`src/rtl/tw_addr_sched_if.sv`:
```
// ---------------------------------------------------------------------------
// tw_addr_sched_if
// Bundle between the stage input stream, the twiddle address scheduler and
// the twiddle ROM wrapper.
//   master modport : stream side; drives start / intt_in / in_valid and
//                    observes the scheduler outputs.
//   slave modport  : the scheduler; consumes the stream controls and drives
//                    raddr, rd_en, tw_one, tw_valid, intt, busy, done,
//                    frame_err and frame_cnt.
// ---------------------------------------------------------------------------
interface tw_addr_sched_if #(
  parameter int LOGN = 4
);
  logic            start;
  logic            intt_in;
  logic            in_valid;
  logic [LOGN-1:0] raddr;
  logic            rd_en;
  logic            tw_one;
  logic            tw_valid;
  logic            intt;
  logic            busy;
  logic            done;
  logic            frame_err;
  logic [15:0]     frame_cnt;

  modport master (
    output start, intt_in, in_valid,
    input  raddr, rd_en, tw_one, tw_valid, intt, busy, done, frame_err, frame_cnt
  );

  modport slave (
    input  start, intt_in, in_valid,
    output raddr, rd_en, tw_one, tw_valid, intt, busy, done, frame_err, frame_cnt
  );
endinterface

```
`src/rtl/tw_addr_sched.sv`:
```
// ---------------------------------------------------------------------------
// tw_addr_sched
// Per-stage twiddle address scheduler for one butterfly stage of the SDF NTT
// pipeline. Counts the N = 2**LOGN samples of a frame, drives the twiddle ROM
// read address / enable, flags unity twiddles, and produces a valid flag
// aligned with the ROM output (rd_en delayed by DELAY_BROM cycles).
//
// Parameters
//   LOGN        log2 of the frame length; width of the counter and raddr
//   STAGE       butterfly stage index (0..LOGN-1)
//   DELAY_BROM  ROM read latency in cycles (>= 1)
//
// Ports
//   clk   rising-edge clock
//   rst   asynchronous active-high reset
//   bus   tw_addr_sched_if.slave:
//           start/intt_in/in_valid in; raddr, rd_en, tw_one, tw_valid,
//           intt, busy, done, frame_err, frame_cnt out
//
// Build option
//   TW_FRAME_CNT_EN  when defined, frame_cnt counts done pulses (saturating
//                    at 16'hFFFF); otherwise frame_cnt is tied to zero.
// ---------------------------------------------------------------------------
module tw_addr_sched #(
  parameter int LOGN       = 4,
  parameter int STAGE      = 2,
  parameter int DELAY_BROM = 2
) (
  input logic          clk,
  input logic          rst,
  tw_addr_sched_if.slave bus
);

  typedef enum logic {IDLE = 1'b0, RUN = 1'b1} state_t;

  localparam logic [LOGN-1:0] CNT_LAST = {LOGN{1'b1}};
  localparam logic [LOGN-1:0] LO_MASK  = LOGN'((1 << STAGE) - 1);

  // Low STAGE bits of the local index, zero-extended (all zero for STAGE 0).
  function automatic logic [LOGN-1:0] tw_addr(input logic [LOGN-1:0] k);
    return k & LO_MASK;
  endfunction

  function automatic logic [15:0] sat_inc16(input logic [15:0] v);
    return (v == 16'hFFFF) ? v : v + 16'd1;
  endfunction

  state_t          state, state_nxt;
  logic [LOGN-1:0] cnt, cnt_nxt;

  logic            acc_p0;
  logic            last_p0;
  logic            relatch_p0;
  logic            err_p0;
  logic            bfly_p0;
  logic [LOGN-1:0] k_p0;

  logic [LOGN-1:0] raddr_p1;
  logic            rd_en_p1;
  logic            tw_one_p1;
  logic            done_p1;
  logic            err_p1;
  logic            intt_p1;
  logic            busy;
  logic            tw_valid;

  // ---- stage p0: decode of the incoming sample ----
  always_comb begin
    last_p0    = (state == RUN) && bus.in_valid && (cnt == CNT_LAST);
    acc_p0     = bus.in_valid && ((state == RUN) || bus.start);
    // A sample that arrives with the accepted start in IDLE is sample 0.
    k_p0       = (state == RUN) ? cnt : '0;
    bfly_p0    = (STAGE != 0) && k_p0[STAGE];
    relatch_p0 = bus.start && ((state == IDLE) || last_p0);
    err_p0     = (state == RUN) && bus.start && !last_p0;
  end

  // FSM state register
  always_ff @(posedge clk or posedge rst) begin
    if (rst) begin
      state <= IDLE;
      cnt   <= '0;
    end else begin
      state <= state_nxt;
      cnt   <= cnt_nxt;
    end
  end

  // FSM next-state logic
  always_comb begin
    state_nxt = state;
    cnt_nxt   = cnt;
    case (state)
      IDLE: begin
        if (bus.start) begin
          state_nxt = RUN;
          cnt_nxt   = bus.in_valid ? LOGN'(1) : '0;
        end
      end
      RUN: begin
        if (bus.in_valid) cnt_nxt = cnt + 1'b1;
        // Back-to-back start on the last sample keeps the FSM in RUN.
        if (last_p0 && !bus.start) state_nxt = IDLE;
        if (last_p0 && bus.start)  cnt_nxt   = '0;
      end
      default: begin
        state_nxt = IDLE;
        cnt_nxt   = '0;
      end
    endcase
  end

  // FSM output logic
  always_comb begin
    busy = (state == RUN);
  end

  // ---- stage p1: registered address / status ----
  always_ff @(posedge clk or posedge rst) begin
    if (rst) begin
      raddr_p1  <= '0;
      rd_en_p1  <= 1'b0;
      tw_one_p1 <= 1'b0;
      done_p1   <= 1'b0;
      err_p1    <= 1'b0;
      intt_p1   <= 1'b0;
    end else begin
      done_p1 <= last_p0;
      err_p1  <= err_p0;
      if (relatch_p0) intt_p1 <= bus.intt_in;
      if (acc_p0) begin
        rd_en_p1  <= bfly_p0;
        tw_one_p1 <= !bfly_p0;
        // raddr holds its previous value on non-butterfly samples.
        if (bfly_p0) raddr_p1 <= tw_addr(k_p0);
      end else begin
        rd_en_p1  <= 1'b0;
        tw_one_p1 <= 1'b0;
      end
    end
  end

  // ---- stage p2..: rd_en delayed to line up with ROM dout ----
  generate
    if (DELAY_BROM == 1) begin : g_vld_d1
      logic vld_p2;
      always_ff @(posedge clk or posedge rst) begin
        if (rst) vld_p2 <= 1'b0;
        else     vld_p2 <= rd_en_p1;
      end
      assign tw_valid = vld_p2;
    end else begin : g_vld_dn
      logic [DELAY_BROM-1:0] vld_sr;
      always_ff @(posedge clk or posedge rst) begin
        if (rst) vld_sr <= '0;
        else     vld_sr <= {vld_sr[DELAY_BROM-2:0], rd_en_p1};
      end
      assign tw_valid = vld_sr[DELAY_BROM-1];
    end
  endgenerate

`ifdef TW_FRAME_CNT_EN
  logic [15:0] frame_cnt_q;
  always_ff @(posedge clk or posedge rst) begin
    if (rst)          frame_cnt_q <= 16'h0000;
    else if (done_p1) frame_cnt_q <= sat_inc16(frame_cnt_q);
  end
  assign bus.frame_cnt = frame_cnt_q;
`else
  logic [15:0] unused_sat;
  assign unused_sat    = sat_inc16(16'h0000);
  assign bus.frame_cnt = 16'h0000;
`endif

  assign bus.raddr     = raddr_p1;
  assign bus.rd_en     = rd_en_p1;
  assign bus.tw_one    = tw_one_p1;
  assign bus.tw_valid  = tw_valid;
  assign bus.intt      = intt_p1;
  assign bus.busy      = busy;
  assign bus.done      = done_p1;
  assign bus.frame_err = err_p1;

endmodule

```
`src/flat_wrapper.sv`:
```
// flat-port wrapper written by rule: the top's interface ports become plain ports
module tw_addr_sched_flat 
#(
  parameter int LOGN       = 4,
  parameter int STAGE      = 2,
  parameter int DELAY_BROM = 2
)
  (clk, rst, bus_start, bus_intt_in, bus_in_valid, bus_raddr, bus_rd_en, bus_tw_one, bus_tw_valid, bus_intt, bus_busy, bus_done, bus_frame_err, bus_frame_cnt);
  tw_addr_sched_if #(.LOGN(LOGN)) bus_i ();
  input logic clk;
  input logic rst;
  input wire logic [$bits(bus_i.start)-1:0] bus_start;
  input wire logic [$bits(bus_i.intt_in)-1:0] bus_intt_in;
  input wire logic [$bits(bus_i.in_valid)-1:0] bus_in_valid;
  output wire logic [$bits(bus_i.raddr)-1:0] bus_raddr;
  output wire logic [$bits(bus_i.rd_en)-1:0] bus_rd_en;
  output wire logic [$bits(bus_i.tw_one)-1:0] bus_tw_one;
  output wire logic [$bits(bus_i.tw_valid)-1:0] bus_tw_valid;
  output wire logic [$bits(bus_i.intt)-1:0] bus_intt;
  output wire logic [$bits(bus_i.busy)-1:0] bus_busy;
  output wire logic [$bits(bus_i.done)-1:0] bus_done;
  output wire logic [$bits(bus_i.frame_err)-1:0] bus_frame_err;
  output wire logic [$bits(bus_i.frame_cnt)-1:0] bus_frame_cnt;
  assign bus_i.start = bus_start;
  assign bus_i.intt_in = bus_intt_in;
  assign bus_i.in_valid = bus_in_valid;
  assign bus_raddr = bus_i.raddr;
  assign bus_rd_en = bus_i.rd_en;
  assign bus_tw_one = bus_i.tw_one;
  assign bus_tw_valid = bus_i.tw_valid;
  assign bus_intt = bus_i.intt;
  assign bus_busy = bus_i.busy;
  assign bus_done = bus_i.done;
  assign bus_frame_err = bus_i.frame_err;
  assign bus_frame_cnt = bus_i.frame_cnt;
  tw_addr_sched #(.LOGN(LOGN), .STAGE(STAGE), .DELAY_BROM(DELAY_BROM)) u_core (.clk(clk), .rst(rst), .bus(bus_i));
endmodule
```
`config.mk`:
```
export PLATFORM = sky130hd
export DESIGN_NAME = tw_addr_sched_flat
export DESIGN_NICKNAME = d
export VERILOG_FILES = /design/src/rtl/tw_addr_sched_if.sv /design/src/rtl/tw_addr_sched.sv /design/src/flat_wrapper.sv
export SDC_FILE = /design/constraint.sdc
export NUM_CORES = 1
export LEC_CHECK = 0
export BUFFER_PORTS_ARGS = -buffer_cell sky130_fd_sc_hd__buf_2
export CORE_MARGIN = 1
export CORE_UTILIZATION = 33
export DETAILED_ROUTE_END_ITERATION = 7
export PLACE_DENSITY_LB_ADDON = 0.25
export SYNTH_ARGS = -nofsm -noshare
export SYNTH_HDL_FRONTEND = slang
export SYNTH_SLANG_ARGS = --single-unit
```
`constraint.sdc`:
```
create_clock -name clk -period 1.37 [get_ports clk]
set_input_delay 0.2055 -clock clk [delete_from_list [all_inputs] [get_ports clk]]
set_output_delay 0.2055 -clock clk [all_outputs]
set_load 0.05 [all_outputs]
```
==> out/qor.yml <==
die-height_um: 49.38
p_per_area_mw_per_mm2: 1995
track_usage_pct: 10.95
skew_ns: 0.0004969
worstHoldStart: "bus_intt_in"
maxCapViolCount: 0
worstSetupEndpointType: "flop"
final_common_cell: "conb_1"
dp_hpwl_um: 893.8
swShare_pct: 46.20
crit_chain: "ha_2 > nand4_2 > a21boi_2 > mux2_1"
cp_max_fo: 4
leakagePower_nw: 0.4311
r2r_setup_slack_ns: 0.09
hold_viol: 0
max_slew.worst_pin.slew_ns: 0.5354
grt_overflow_total: 0
area_delta_synth_final_pct: 11.66
place_inst: 109
hold_depth: 2
rr_worst_depth: 4
seqPwrFrac_pct: 38.4
final_cells: 114
first_pass_iters: 4
ant_nets: 0
gp_congestion: 0.7064
hold_end: "u_core.bus.intt$_DFFE_PP0P_"
post-route-period-util_pct: 93.31
pwr-share-comb_pct: 48.4
grt_max_degree: 15
cp.arrival_ns: 1.43
htreeDepth: 1
clk_path_buf_depth: 2
peakVddDrop_mv: 0.5684
start_kind: "flop"
ios: 32
start_util_pct: 36.27
crit_slowest_cell: "dfrtp_1"
switchingPower_w: 0.0007622
fp.coreArea_mm2: 0.002042
die-width_um: 49.38
finalWirelength_um: 1151
rsz0062_at_grt: "false"
ys_seq_elements: 14
ys_seq_area_share_pct: 47.30
drive_gt1_share_pct: 33.33
fillers: 211
diodes: 0
finish.utilization_pct: 40.50
multi_input_area_um2: 299.0
synthDistinctLibCells: 26
reg2reg_to: "u_core.bus.intt$_DFFE_PP0P_"
grt_pass1_wl_um: 2014
p_clk_share_pct: 13.2
via_count: 499
worstSkewPairLatency_ns: 0.27
r2r-start: "u_core.cnt[1]$_DFFE_PP0P_"
avgSynthCellArea_um2: 10.89
status: "finished, final reports clean"
drtIter0Drc: 11
synth_warnings: 0
vias_per_cell: 4.377
fp-row-count: 16
p_int_w: 0.0008877
setup_violations: 0
min_period_ns: 1.278
cts_made_buffers: 3
first_global_vias: 442
slew_violations: 0
finalSetupTns_ns: 0
clkTransAtPathRegs_ns: 0.07
clkSinkCount: 14
max_slew_margin_pct: 64.27
final_nets: 95
place.port_buffers: 13
required_ns: 1.53
hold_path.class: "primary input to flop"
cts_tree: "built"
wl_per_cell_um: 10.10
final_cell_mix: "18 x conb_1, 13 x buf_2, 13 x dfrtp_1"
postSynthCellCount: 68
antenna_found_initial: 0
syn_area_um2: 740.7
cpPeakStageDelay_ns: 0.39
route.detailed.drc: 0
seq_area_um2: 351.6
dieArea_mm2: 0.002438
max_freq_mhz: 782.3
cts_root_buf: "clkbuf_4"
path_class: "flop to flop"
## worst max-delay path: cells and delay by family (launching register included)
| kind | cells | cell delay, ns |
|---|---|---|
| muxes | 1 | 0.32 |
| adders and majority gates | 1 | 0.21 |
| AOI/OAI and AO/OA | 1 | 0.14 |
| DFF | 1 | 0.39 |
| and+or+nand+nor | 1 | 0.10 |
## through the flow
stage	total power [W]	cell area [um2]	hold slack [ns]	worst slack [ns]
final	0.001650	827.0	0.1583	0.09168
after global routing	0.001774	827.0	0.1544	0.008107
after CTS	0.001651	817.0	0.1527	0.04152
after detailed placement	0.001423	783.3	0.2746	0.04932
after global placement	0.001407	783.3	0.2625	0.1133
after floorplan	0.001259	804.5	0.09472	0.01583
## per-layer routing
metal  global-route usage (%)  vias up  share of wire (%)
met5                        0        -                  0
met4                    8.571        0                2.7
met3                    1.246        4                4.9
met2                    17.35       21                 50
met1                    13.38      239                 42
li1                         -      235                  -
## state kept, by name, summed over array words and instances, names as in the netlist
| name | count |
|---|---|
| u_core.cnt | 4 |
| u_core.bus.raddr | 2 |
| u_core.g_vld_dn.vld_sr | 2 |
| u_core.bus.busy | 1 |
| u_core.bus.done | 1 |
| u_core.bus.frame_err | 1 |
| u_core.bus.intt | 1 |
| u_core.bus.rd_en | 1 |
| u_core.bus.tw_one | 1 |
## synthesized netlist by cell type (all sizes together)
cell    number  area [um2]
a21boi       3       26.27
inv          2       7.500
nand3        6       35.03
o31ai        1       7.510
a21oi        1       5.000
mux2i        2       20.02
a21o         1       7.510
a32o         1       10.01
mux2         3       33.78
nand4        2       18.77
nor2         1       3.750
conb         1       3.750
nor3         2       10.01
buf         20       150.1
nor2b        1       6.260
o21ai        2       10.01
ha           1       12.51
and3         1       6.260
nand2        1       3.750
nand2b       2       12.51
dfrtp       14       350.3
## how the worst max path moves through the flow
stage / depth (start not counted) / startpoint / to / slack, ns
floorplan: 4 / u_core.cnt[0]$_DFFE_PP0P_ / u_core.bus.intt$_DFFE_PP0P_ / 0.02
global placement: 4 / u_core.cnt[1]$_DFFE_PP0P_ / u_core.bus.intt$_DFFE_PP0P_ / 0.11
detailed placement: 4 / u_core.cnt[1]$_DFFE_PP0P_ / u_core.bus.intt$_DFFE_PP0P_ / 0.05
CTS: 4 / u_core.cnt[1]$_DFFE_PP0P_ / u_core.bus.intt$_DFFE_PP0P_ / 0.04
global route: 4 / u_core.cnt[1]$_DFFE_PP0P_ / u_core.bus.intt$_DFFE_PP0P_ / 0.008
finish: 4 / u_core.cnt[1]$_DFFE_PP0P_ / u_core.bus.intt$_DFFE_PP0P_ / 0.09
## power groups by stage
stage	registers, W	clock network (W)	logic, W
4_1_cts	0.000638	0.000231	0.000781
3_3_place_gp	0.000639	0	0.000768
5_1_grt	0.000656	0.000251	0.000867
3_5_place_dp	0.000646	0	0.000778
2_1_floorplan	0.000910	0	0.000349
6_report	0.000633	0.000218	0.000799
## kinds of logic after synthesis
family,count (synthesis),share of synthesized area (%)
and+or+nand+nor,16,13.01
buffers and inverters,22,21.28
AOI/OAI and AO/OA,9,8.952
DFF,14,47.30
other,1,0.5063
adders and majority gates,1,1.689
muxes,5,7.263
## layout make-up
type / count / share of cell area (%)
flip-flops and latches: 14 / 42.51
multi-input cells: 49 / 36.16
repair buffers: 19 / 13.62
well taps: 27 / 4.085
clock buffers: 3 / 2.723
inverters: 2 / 0.9077
## timing repair
action | 4_1_cts | 5_1_grt
endpoints found under the hold margin | 14 | 0
setup endpoints to repair | 1 | 1
resized for setup | 1 | 1
hold buffers | 1 | 0
pin swaps | 0 | 2
setup buffers | 0 | 1
Note: power is estimated with default switching activity, not from simulation.
